### src/rtl/pwm_seq_pkg.sv
// Shared types and constants for the stereo PWM frame sequencer.
// Mid-scale, minimum frame length, sequencer states and sample-pair layout.
package pwm_seq_pkg;

   localparam logic [6:0] MIDSCALE      = 7'h40;
   localparam int         FRAME_LEN_MIN = 128;

   typedef enum logic [1:0] {
      IDLE,
      RUN,
      DRAIN
   } seq_state_t;

   typedef struct packed {
      logic [6:0] right;
      logic [6:0] left;
   } sample_pair_t;

endpackage

### src/rtl/sample_fifo.sv
// Small synchronous FIFO holding packed left/right sample pairs.
// Occupancy is kept as a register so full/empty are glitch-free.
module sample_fifo #(
   parameter int W     = 14,
   parameter int DEPTH = 4,
   parameter int AW    = $clog2(DEPTH)
) (
   input  logic          XCK,
   input  logic          RESET,
   input  logic          wr_en,
   input  logic [W-1:0]  wr_data,
   input  logic          rd_en,
   output logic [W-1:0]  rd_data,
   output logic          full,
   output logic          empty,
   output logic [AW:0]   occ
);

   logic [W-1:0]  mem [DEPTH];
   logic [AW-1:0] wp;
   logic [AW-1:0] rp;
   logic          do_wr;
   logic          do_rd;

   assign full    = occ == (AW+1)'(DEPTH);
   assign empty   = occ == '0;
   assign do_wr   = wr_en & ~full;
   assign do_rd   = rd_en & ~empty;
   assign rd_data = mem[rp];

   // Storage array; contents are don't-care until written.
   always_ff @(posedge XCK) begin
      if (do_wr) mem[wp] <= wr_data;
   end

   // Pointers and occupancy; simultaneous write and read leaves occ unchanged.
   always_ff @(posedge XCK or posedge RESET) begin
      if (RESET) begin
         wp  <= '0;
         rp  <= '0;
         occ <= '0;
      end else begin
         if (do_wr) wp <= wp + AW'(1);
         if (do_rd) rp <= rp + AW'(1);
         case ({do_wr, do_rd})
            2'b10:   occ <= occ + (AW+1)'(1);
            2'b01:   occ <= occ - (AW+1)'(1);
            default: ;
         endcase
      end
   end

endmodule

### src/rtl/pwm_frame_sequencer.sv
// Per-frame stereo sample scheduler feeding two 7-bit PWM down-counters.
// Pops one pair per frame, strobes active-low loads, flags under/overrun.
module pwm_frame_sequencer
   import pwm_seq_pkg::*;
#(
   parameter int FRAME_LEN  = 128,
   parameter int FIFO_DEPTH = 4,
   parameter int DW         = 7
) (
   input  logic            XCK,
   input  logic            RESET,
   input  logic            ENA,
   input  logic            WR,
   input  logic [2*DW-1:0] WD,
   output logic            FULL,
   output logic            REQ,
   output logic            LDL_L,
   output logic [DW-1:0]   D_L,
   output logic            LDL_R,
   output logic [DW-1:0]   D_R,
   output logic            UNDER,
   output logic            OVER,
   input  logic            CLRFLG
);

   localparam int FL = (FRAME_LEN < FRAME_LEN_MIN) ? FRAME_LEN_MIN
                                                  : FRAME_LEN;
   localparam int CW = $clog2(FL);
   localparam int AW = $clog2(FIFO_DEPTH);
   localparam logic [DW-1:0] MID = DW'(1) << (DW - 1);

   seq_state_t      state;
   logic [CW-1:0]   cnt;
   logic [2*DW-1:0] hold;
   logic [2*DW-1:0] fifo_q;
   logic [2*DW-1:0] nxt_hold;
   logic [AW:0]     occ;
   logic            fifo_full;
   logic            fifo_empty;
   logic            pop;
   logic            last;
   logic            under_ev;
   logic            over_ev;

   sample_fifo #(
      .W     (2*DW),
      .DEPTH (FIFO_DEPTH)
   ) u_fifo (
      .XCK     (XCK),
      .RESET   (RESET),
      .wr_en   (WR),
      .wr_data (WD),
      .rd_en   (pop),
      .rd_data (fifo_q),
      .full    (fifo_full),
      .empty   (fifo_empty),
      .occ     (occ)
   );

   assign pop      = (state == RUN) && (cnt == '0);
   assign last     = cnt == CW'(FL - 1);
   assign under_ev = pop & fifo_empty;
   assign over_ev  = WR & fifo_full;
   assign nxt_hold = fifo_empty ? hold : fifo_q;
   assign FULL     = fifo_full;
   assign REQ      = occ < (AW+1)'(FIFO_DEPTH / 2);

   // Sequencer: frame counter, sample hold and registered load strobes.
   always_ff @(posedge XCK or posedge RESET) begin
      if (RESET) begin
         state <= IDLE;
         cnt   <= '0;
         hold  <= {MID, MID};
         LDL_L <= 1'b1;
         LDL_R <= 1'b1;
         D_L   <= MID;
         D_R   <= MID;
      end else begin
         LDL_L <= 1'b1;
         LDL_R <= 1'b1;
         unique case (state)
            IDLE: begin
               cnt <= '0;
               if (ENA) state <= RUN;
            end
            RUN: begin
               cnt <= last ? '0 : cnt + CW'(1);
               if (cnt == '0) begin
                  hold  <= nxt_hold;
                  D_L   <= nxt_hold[DW-1:0];
                  D_R   <= nxt_hold[2*DW-1:DW];
                  LDL_L <= 1'b0;
                  LDL_R <= 1'b0;
               end
               if (!ENA) state <= last ? IDLE : DRAIN;
            end
            DRAIN: begin
               cnt <= last ? '0 : cnt + CW'(1);
               if (ENA)       state <= RUN;
               else if (last) state <= IDLE;
            end
            default: state <= IDLE;
         endcase
      end
   end

   // Sticky flags; a new event in the clear cycle keeps the flag set.
   always_ff @(posedge XCK or posedge RESET) begin
      if (RESET) begin
         UNDER <= 1'b0;
         OVER  <= 1'b0;
      end else begin
         UNDER <= (UNDER & ~CLRFLG) | under_ev;
         OVER  <= (OVER & ~CLRFLG) | over_ev;
      end
   end

endmodule

### config.mk
export PLATFORM = sky130hd
export DESIGN_NAME = pwm_frame_sequencer
export DESIGN_NICKNAME = d
export VERILOG_FILES = /design/src/rtl/pwm_seq_pkg.sv /design/src/rtl/sample_fifo.sv /design/src/rtl/pwm_frame_sequencer.sv
export SDC_FILE = /design/constraint.sdc
export NUM_CORES = 1
export LEC_CHECK = 0
export CORE_MARGIN = 3
export CORE_UTILIZATION = 56
export CTS_CLUSTER_DIAMETER = 40
export CTS_CLUSTER_SIZE = 16
export DETAILED_ROUTE_END_ITERATION = 7
export PLACE_DENSITY_LB_ADDON = 0.3
export SLEW_MARGIN = 40
export SYNTH_ARGS = -nofsm -noshare
export SYNTH_HDL_FRONTEND = slang
export SYNTH_SLANG_ARGS = --single-unit
### constraint.sdc
create_clock -name XCK -period 2.98 [get_ports XCK]
set_clock_uncertainty 0.05 [all_clocks]
set_input_delay 0.596 -clock XCK [delete_from_list [all_inputs] [get_ports XCK]]
set_output_delay 0.596 -clock XCK [all_outputs]
set_load 0.1 [all_outputs]
* Word level (Yosys, flattened, before mapping)
Memory sizes are Yosys's and may differ from the RTL's.
Index checks and enable logic that the tools add are counted.
** Word-level totals
- Input port bits :: 19
- Flip-flop bits (word level) :: 47
- RAM bits :: 56
- Output and inout bits :: 20
- Memories kept :: 1
** Memories
- u_fifo.mem :: words 4, width 14, read ports 1, clocked after memory_dff 0, wr ports 1, RTL line sample_fifo.sv:19 : logic [W-1:0] mem [DEPTH];
** Operators by class
- Mux-type cells :: 14
- Reduce and logical (&&, ||, !) cells :: 9
- Equality and inequality tests :: 9
- Bitwise operators :: 11
- $lt $le $gt $ge :: 1
- Add/sub/neg operators :: 5
** Operator list (number)
- 2-to-1 mux 14 bit :: 1
- case mux 7 bit (2 select lines) :: 1
- 2-to-1 mux 2 bit :: 5
- adder 7 x 1 -> 7 bit (second input constant) :: 1
- == test 7 bit (second input constant) :: 1
- logical NOT 7 bit :: 1
- 2-to-1 mux 7 bit :: 1
- bitwise AND 1 bit :: 6
- case mux 2 bit (3 select lines) :: 1
- case mux 3 bit (2 select lines) :: 1
- adder 2 x 1 -> 2 bit (second input constant) :: 2
- == test 2 x 1 -> 1 bit (second input constant) :: 2
- == test 2 bit (second input constant) :: 2
- 2-to-1 mux 1 bit :: 4
- != test 2 bit (second input constant) :: 2
- nonzero test 2 bit :: 2
- adder 3 x 1 -> 3 bit (second input constant) :: 1
- == test 3 bit (second input constant) :: 1
- logical NOT 3 bit :: 1
- < comparator 3 x 2 -> 1 bit (second input constant) :: 1
- != test 3 bit (second input constant) :: 1
- inverter 1 bit :: 3
- AND reduction 3 bit :: 1
- subtractor 3 x 1 -> 3 bit (second input constant) :: 1
- 5 further kinds :: 6

* Longest topological paths before layout
Gate-level depths: netlist of run 1.
- Depth after elaboration :: 5
- Mapped depth :: 13
- Depth with buffers taken out :: 12

* Modules after synthesis
From an unflattened synthesis of run 1, not the netlist that was laid out.
** Unflattened totals
- Cell total of the unflattened synthesis :: 220
- Area total of the unflattened synthesis :: 3734.8 um2
** By module, submodules not included
- sample_fifo :: seq. area each 1856.8 um2, instances 1, cells each 111, area each 2484.9 um2
- pwm_frame_sequencer :: seq. area each 654.4 um2, instances 1, cells each 109, area each 1249.9 um2

* Worst setup path after synthesis of run 1
No wires, ideal clock.
- Path kind :: flip-flop to flip-flop
- Start :: register u_fifo.occ[0]
- End :: register u_fifo.occ[2]
- Required time :: 2.851 ns
- Arrival :: 2.611 ns
- Path slack :: 0.240 ns
- Cell stages (with the launch flop) :: 11
- Path buffers :: 0
- Cell sequence :: dfrtp_1 inv_1 and3_1 nor2b_1 inv_1 ha_1 inv_1 fa_1 xor2_1 nor2_1 xor2_1
** On the way
- Cells in the longest elaborated chain, start to end :: 5
- Elaborated cells on any way between the ends :: 12
- Those cells by class :: add/sub (2); eq/ne (3); mux (1); bitwise (4); reduce/logical (2)
** RTL lines
- start, declared :: RTL line sample_fifo.sv:16 : output logic [AW:0] occ
- start signal, assigned :: RTL line sample_fifo.sv:46 : 2'b10: occ <= occ + (AW+1)'(1);
- start signal, assigned :: RTL line sample_fifo.sv:47 : 2'b01: occ <= occ - (AW+1)'(1);
- == test 3 bit (*) :: RTL line sample_fifo.sv:25 : assign full = occ == (AW+1)'(DEPTH);
- via FULL :: RTL line pwm_frame_sequencer.sv:15 : output logic FULL,
- inverter 1 bit (*) :: RTL line sample_fifo.sv:27 : assign do_wr = wr_en & ~full;
- bitwise AND 1 bit (*) :: RTL line sample_fifo.sv:27
- == test 2 x 1 -> 1 bit / == test 2 bit (equally long branches) :: RTL line sample_fifo.sv:45 : case ({do_wr, do_rd})
- case mux 3 bit (2 select lines) / nonzero test 2 bit (equally long branches)
Mark *: on every way through the listed nets, which the timed path passes. The rest lies on a longest branch.
A chain may end at the register's enable or synchronous reset.

* Final worst setup path of run 1
- Start :: register state[1]
- End :: register u_fifo.occ[2]
** On the way
- Cells in the longest elaborated chain, start to end :: 5
- Elaborated cells on any way between the ends :: 7
- Those cells by class :: eq/ne (3); mux (1); bitwise (1); reduce/logical (2)
** RTL lines
- start, declared :: RTL line pwm_frame_sequencer.sv:32 : seq_state_t state;
- start signal, assigned :: RTL line pwm_frame_sequencer.sv:95 : if (!ENA) state <= last ? IDLE : DRAIN;
- == test 2 x 1 -> 1 bit (*) :: RTL line pwm_frame_sequencer.sv:60 : assign pop = (state == RUN) && (cnt == '0);
- logical AND 1 bit (*) :: RTL line pwm_frame_sequencer.sv:60
- bitwise AND 1 bit (*) :: RTL line sample_fifo.sv:28 : assign do_rd = rd_en & ~empty;
- via u_fifo.do_rd :: RTL line sample_fifo.sv:23 : logic do_rd;
- == test 2 x 1 -> 1 bit / == test 2 bit (equally long branches) :: RTL line sample_fifo.sv:45
- case mux 3 bit (2 select lines) / nonzero test 2 bit (equally long branches)
Marks and branches as above.

==> results.sh, run 1 <==
export IMPL_status="finished, final reports clean"
export IMPL_clkTransAtPathRegs_ns=0.08
export IMPL_area_growth_pct=16.9
export IMPL_drtIter0Drc=168
export IMPL_criticalPathCategory="reg2reg"
export IMPL_row_count=29
export IMPL_crit_arrival_ns=2.58
export IMPL_synth_top_area_share_pct=44.9
export IMPL_hold_viol=0
export IMPL_yosys_warnings=0
export IMPL_dieArea_um2=7710
export IMPL_drt_pass1_iterations=4
export IMPL_synth_nets=250
export IMPL_grt_max_degree=34
export IMPL_port_buffers=38
export IMPL_cts_root_buf="clkbuf_8"
export IMPL_clock_path_buffers=2
export IMPL_cts_buffers=9
export IMPL_cts_resized=0
export IMPL_final_max_slew_viol_count=0
export IMPL_rsz0062_at_grt="no"
export IMPL_dr_total_vias=2005
export IMPL_stdcell_area_um2=4380
export IMPL_grt_usage_pct=18.1
export IMPL_wl_um=6300
export IMPL_r2r_slack_ns=0.62
export IMPL_postCtsSetupBuffers=0
export IMPL_maxCapViolations=0
export IMPL_ys_seq_area_share_pct=67.0
export IMPL_ant_nets=0
export IMPL_drc_errors=0
export IMPL_fin_crit_sh_pct=79.2
export IMPL_async_flop_share_pct=37.1
export IMPL_tritoncts="built"
export IMPL_worst_slew_pin_slew_ns=0.717
export IMPL_coreArea_um2=6420
export IMPL_end_kind="flip-flop"
export IMPL_drt_vias_per_instance=5.73
export IMPL_synth_cell_types=40
export IMPL_grt_first_pass_wirelength_um=10200
export IMPL_htreeDepth=3
export IMPL_synthFlopType="edfxtp_1"
export IMPL_drive_gt1_share_pct=27.1
export IMPL_avgSynthCellArea_um2=17.1
export IMPL_synth_largest_area_cell="edfxtp_1"
export IMPL_die_y_um=87.8
export IMPL_nNetsFinal=299
export IMPL_grt_ovfl_total=0
export IMPL_antenna_found_initial=0
export IMPL_syn_inst=219
export IMPL_dp_hpwl_um=4070
export IMPL_start_util_pct=58.4
export IMPL_cts_hold_buffers=0
export IMPL_tns_ns=0
export IMPL_dpl_cell_area_um2=4160
export IMPL_cp_start_kind="flip-flop"
export IMPL_clock_latency_ns=0.34
export IMPL_setup_viol=0
export IMPL_min_path_type="reg2reg"
export IMPL_max_freq_mhz=423
export IMPL_fin_crit_ns=2.36
export IMPL_crit_path_max_fanout=4
export IMPL_routedWlPerCell_um=18.0
export IMPL_slew_headroom_pct=52.2
export IMPL_ios=39
export IMPL_diodes=0
export IMPL_die_width_um=87.8
export IMPL_ys_ff_latch=89
export IMPL_grt_pass1_vias=2037
export IMPL_cts_sinks=89
export IMPL_syn_area_um2=3750
export IMPL_gp_congestion=0.793
export IMPL_crit_required_ns=3.20
export IMPL_synth_edff_count=56
export IMPL_fin_util_pct=68.2
export IMPL_synth_area_top_cells="edfxtp_1 (45%), dfrtp_1 (20%), mux4_2 (4.8%)"
-- through the flow --
| stage | instances | setup WS [ns] | hold slack (ns) |
|---|---|---|---|
| finish | 350 | 0.619 | 0.463 |
| floorplan | 219 | 0.240 | 0.412 |
| global route | 350 | 0.390 | 0.480 |
| CTS | 350 | 0.605 | 0.462 |
| detailed placement | 334 | 0.593 | 0.446 |
| global placement | 334 | 0.644 | 0.440 |
-- final timing paths --
check / startpoint / end / cells past startpoint
max: state[1] / u_fifo.occ[2] / 12
min: u_fifo.occ[2] / u_fifo.occ[2] / 1
max reg2reg: state[1] / u_fifo.occ[2] / 12
min reg2reg: u_fifo.occ[2] / u_fifo.occ[2] / 1
max in group asynchronous: RESET / D_R[6] / 3
min in group asynchronous: RESET / D_L[3] / 3
-- sequential cells by signal, summed over array words and instances (netlist names) --
| signal | count |
|---|---|
| u_fifo.mem | 56 |
| u_fifo.occ | 3 |
| UNDER | 1 |
| cnt | 7 |
| hold | 1 |
| u_fifo.rp | 2 |
| D_L | 6 |
| state | 2 |
| LDL_R | 1 |
| D_R | 7 |
| OVER | 1 |
| u_fifo.wp | 2 |
-- worst max-delay path, cell delays in order, from the launching register on --
cell	delay, ns
dfrtp_1	0.43
inv_1	0.11
ha_1	0.22
nand2_1	0.11
nor3_4	0.17
nand3_2	0.09
inv_1	0.07
ha_1	0.19
inv_1	0.07
fa_1	0.38
xor2_1	0.15
nor2_1	0.11
xor2_1	0.15
-- cell type report --
class | instances | area [um^2]
Sequential cell | 89 | 2510
Fill cell | 440 | 2040
Multi-Input combinational cell | 107 | 1110
Timing Repair Buffer | 45 | 383
Clock buffer | 9 | 124
Clock inverter | 7 | 100
Tap cell | 77 | 96.3
Inverter | 16 | 60.1
-- synth_stat cells, drive strengths merged, types with 2 or more instances --
| cell type | number |
|---|---|
| and2 | 4 |
| nor2b | 2 |
| nand4 | 3 |
| nand3 | 5 |
| dfstp | 3 |
| xnor2 | 4 |
| mux4 | 14 |
| nand2 | 10 |
| a21o | 3 |
| nor3 | 5 |
| edfxtp | 56 |
| ha | 11 |
| o31ai | 2 |
| inv | 16 |
| and3 | 2 |
| a21oi | 2 |
| or2 | 2 |
| dfrtp | 30 |
| nor2 | 4 |
| mux2 | 15 |
| buf | 6 |
| or3 | 2 |
| o21ai | 7 |
| a22o | 2 |
| xor2 | 2 |
-- cell families after synthesis --
family | count (synthesis) | share of synthesized area [%]
AO/OA/AOI/OAI | 20 | 3.44
XOR/XNOR | 6 | 1.40
adder cells (fa/ha/maj) | 12 | 4.21
buffers and inverters | 23 | 3.47
flip-flops | 89 | 67.0
multiplexers | 29 | 14.3
AND/OR/NAND/NOR | 40 | 6.17
-- cell usage in the layout, fill, tap and decap left out, drive strengths merged, types with 4 or more instances in the layout --
master         instances
and2                   4
buf                   27
clkbuf                 9
clkdlybuf4s50         18
dfrtp                 30
edfxtp                56
ha                    11
inv                   18
mux2                  15
mux4                  14
nand2                 10
nand3                  5
nor2                   4
nor3                   5
o21ai                  7
xnor2                  4
-- metal layers --
layer | global-route usage [%] | vias to the layer above | wire length, um
met3 | 3.95 | 6 | 219
met1 | 23.5 | 1029 | 2780
met2 | 30.1 | 46 | 3240
met5 | 0 | - | 0
li1 | - | 924 | -
met4 | 6.83 | 0 | 65
Power of run 1 is not shown: default switching activity piles up to over one toggle a cycle in this logic, so the estimate is an artifact.
==> run 2, diff against run 1 <==
CORE_UTILIZATION = 51   (was 56)
clock period = 2.1 ns   (was 2.98 ns; I/O delays follow)
==> results.sh, run 2 (synthesized netlist as in run 1, its figures left out) <==
export IMPL_hold_slack_ns=0.412
export IMPL_setup_viol=0
export IMPL_dp_cells=369
export IMPL_min_path_type="in2async"
export IMPL_dr_total_vias=2010
export IMPL_diodes=0
export IMPL_layout_commonest_cell="edfxtp_1"
export IMPL_ios=39
export IMPL_final_max_slew_viol_count=0
export IMPL_antenna_found_initial=0
export IMPL_grt_max_degree=34
export IMPL_hold_viol=0
export IMPL_die_y_um=91.7
export IMPL_drt_pass1_iterations=4
export IMPL_grt_first_pass_wirelength_um=10400
export IMPL_start_util_pct=54.0
export IMPL_dpl_cell_area_um2=4480
export IMPL_grt_usage_pct=16.6
export IMPL_clkTransAtPathRegs_ns=0.08
export IMPL_cp_start_kind="flip-flop"
export IMPL_layout_common_cells="edfxtp_1 (56), buf_4 (32), dfrtp_1 (30)"
export IMPL_drt_vias_per_instance=5.22
export IMPL_coreArea_um2=6940
export IMPL_drtIter0Drc=125
export IMPL_criticalPathCategory="reg2reg"
export IMPL_clock_latency_ns=0.35
export IMPL_rsz0062_at_grt="yes"
export IMPL_cts_root_buf="clkbuf_8"
export IMPL_tritoncts="built"
export IMPL_gp_congestion=0.776
export IMPL_routedWlPerCell_um=16.7
export IMPL_drive_gt1_share_pct=33.2
export IMPL_top_register="u_fifo.mem"
export IMPL_reg_top3="u_fifo.mem: 56 flops, D_R: 7 flops, cnt: 7 flops"
export IMPL_clock_path_buffers=2
export IMPL_grt_pass1_vias=2063
export IMPL_slew_headroom_pct=69.2
export IMPL_cts_sinks=89
export IMPL_crit_arrival_ns=2.31
export IMPL_fin_cells=385
export IMPL_crit_path_max_fanout=2
export IMPL_max_freq_mhz=481
export IMPL_wl_um=6410
export IMPL_cts_buffers=9
export IMPL_drc_errors=0
export IMPL_port_buffers=38
export IMPL_end_kind="flip-flop"
export IMPL_maxCapViolations=0
export IMPL_stdcell_area_um2=4700
export IMPL_status="finished, final reports clean"
export IMPL_htreeDepth=3
export IMPL_ant_nets=0
export IMPL_die_width_um=91.7
export IMPL_largest_register_ffs=56
export IMPL_cts_resized=0
export IMPL_row_count=30
export IMPL_worst_slew_pin_slew_ns=0.457
export IMPL_grt_ovfl_total=0
export IMPL_dieArea_um2=8420
export IMPL_fin_util_pct=67.7
export IMPL_nNetsFinal=315
export IMPL_crit_required_ns=2.33
export IMPL_area_growth_pct=25.5
export IMPL_fin_crit_sh_pct=99.0
export IMPL_fillerInstances=477
export IMPL_fin_crit_ns=2.08
export IMPL_dp_hpwl_um=4400
[run 2: path summary, 6_finish.rpt]
path | slack [ns] | to | cells past startpoint | startpoint
setup / recovery | 0.02 | u_fifo.occ[2] | 12 | cnt[0]
hold / removal | 0.41 | D_L[3] | 3 | RESET
setup reg to reg | 0.02 | u_fifo.occ[2] | 12 | cnt[0]
hold reg to reg | 0.45 | u_fifo.occ[0] | 1 | u_fifo.occ[0]
max in group asynchronous | 1.25 | LDL_R | 3 | RESET
min in group XCK | 0.45 | u_fifo.occ[0] | 1 | u_fifo.occ[0]
[run 2: per-layer routing]
layer  track usage, %  wire length [um]
met1             20.8              2750
met2             26.4              3230
met4             7.18               122
met5                0                 0
met3             5.66               308
[run 2: area by class of cell]
class                   count  area, um^2  share of cell area, %
well taps                  96         120                   2.55
repair buffers             61         641                   13.6
clock inverters             6        92.6                   1.97
multi-input cells         107        1150                   24.4
inverters                  16        62.6                   1.33
flip-flops and latches     89        2510                   53.4
clock buffers              10         128                   2.71
[run 2: critical path: stages, from the launching register on]
cell,delay (ns)
dfrtp_1,0.38
inv_1,0.07
ha_1,0.15
nand2_2,0.06
nor3_4,0.17
nand3_4,0.11
inv_4,0.07
ha_4,0.13
inv_2,0.04
fa_2,0.34
xor2_1,0.15
nor2_1,0.13
xor2_1,0.16
[run 2: what timing repair did]
item / 4_1_cts / 5_1_grt
pin swaps: 3 / 0
endpoints found under the hold margin: 0 / 0
setup endpoints to repair: 1 / 1
buffers inserted: 0 / 0
hold buffers: 0 / 0
[run 2: through the flow]
stage	setup WS [ns]	TNS, ns
after CTS	0.00195	0
after global routing	-0.107	-0.107
after global placement	-0.0147	-0.0147
final	0.0202	0
after detailed placement	-0.0992	-0.0992
after floorplan	-0.189	-0.274
Power of run 2 is left out for the same reason.
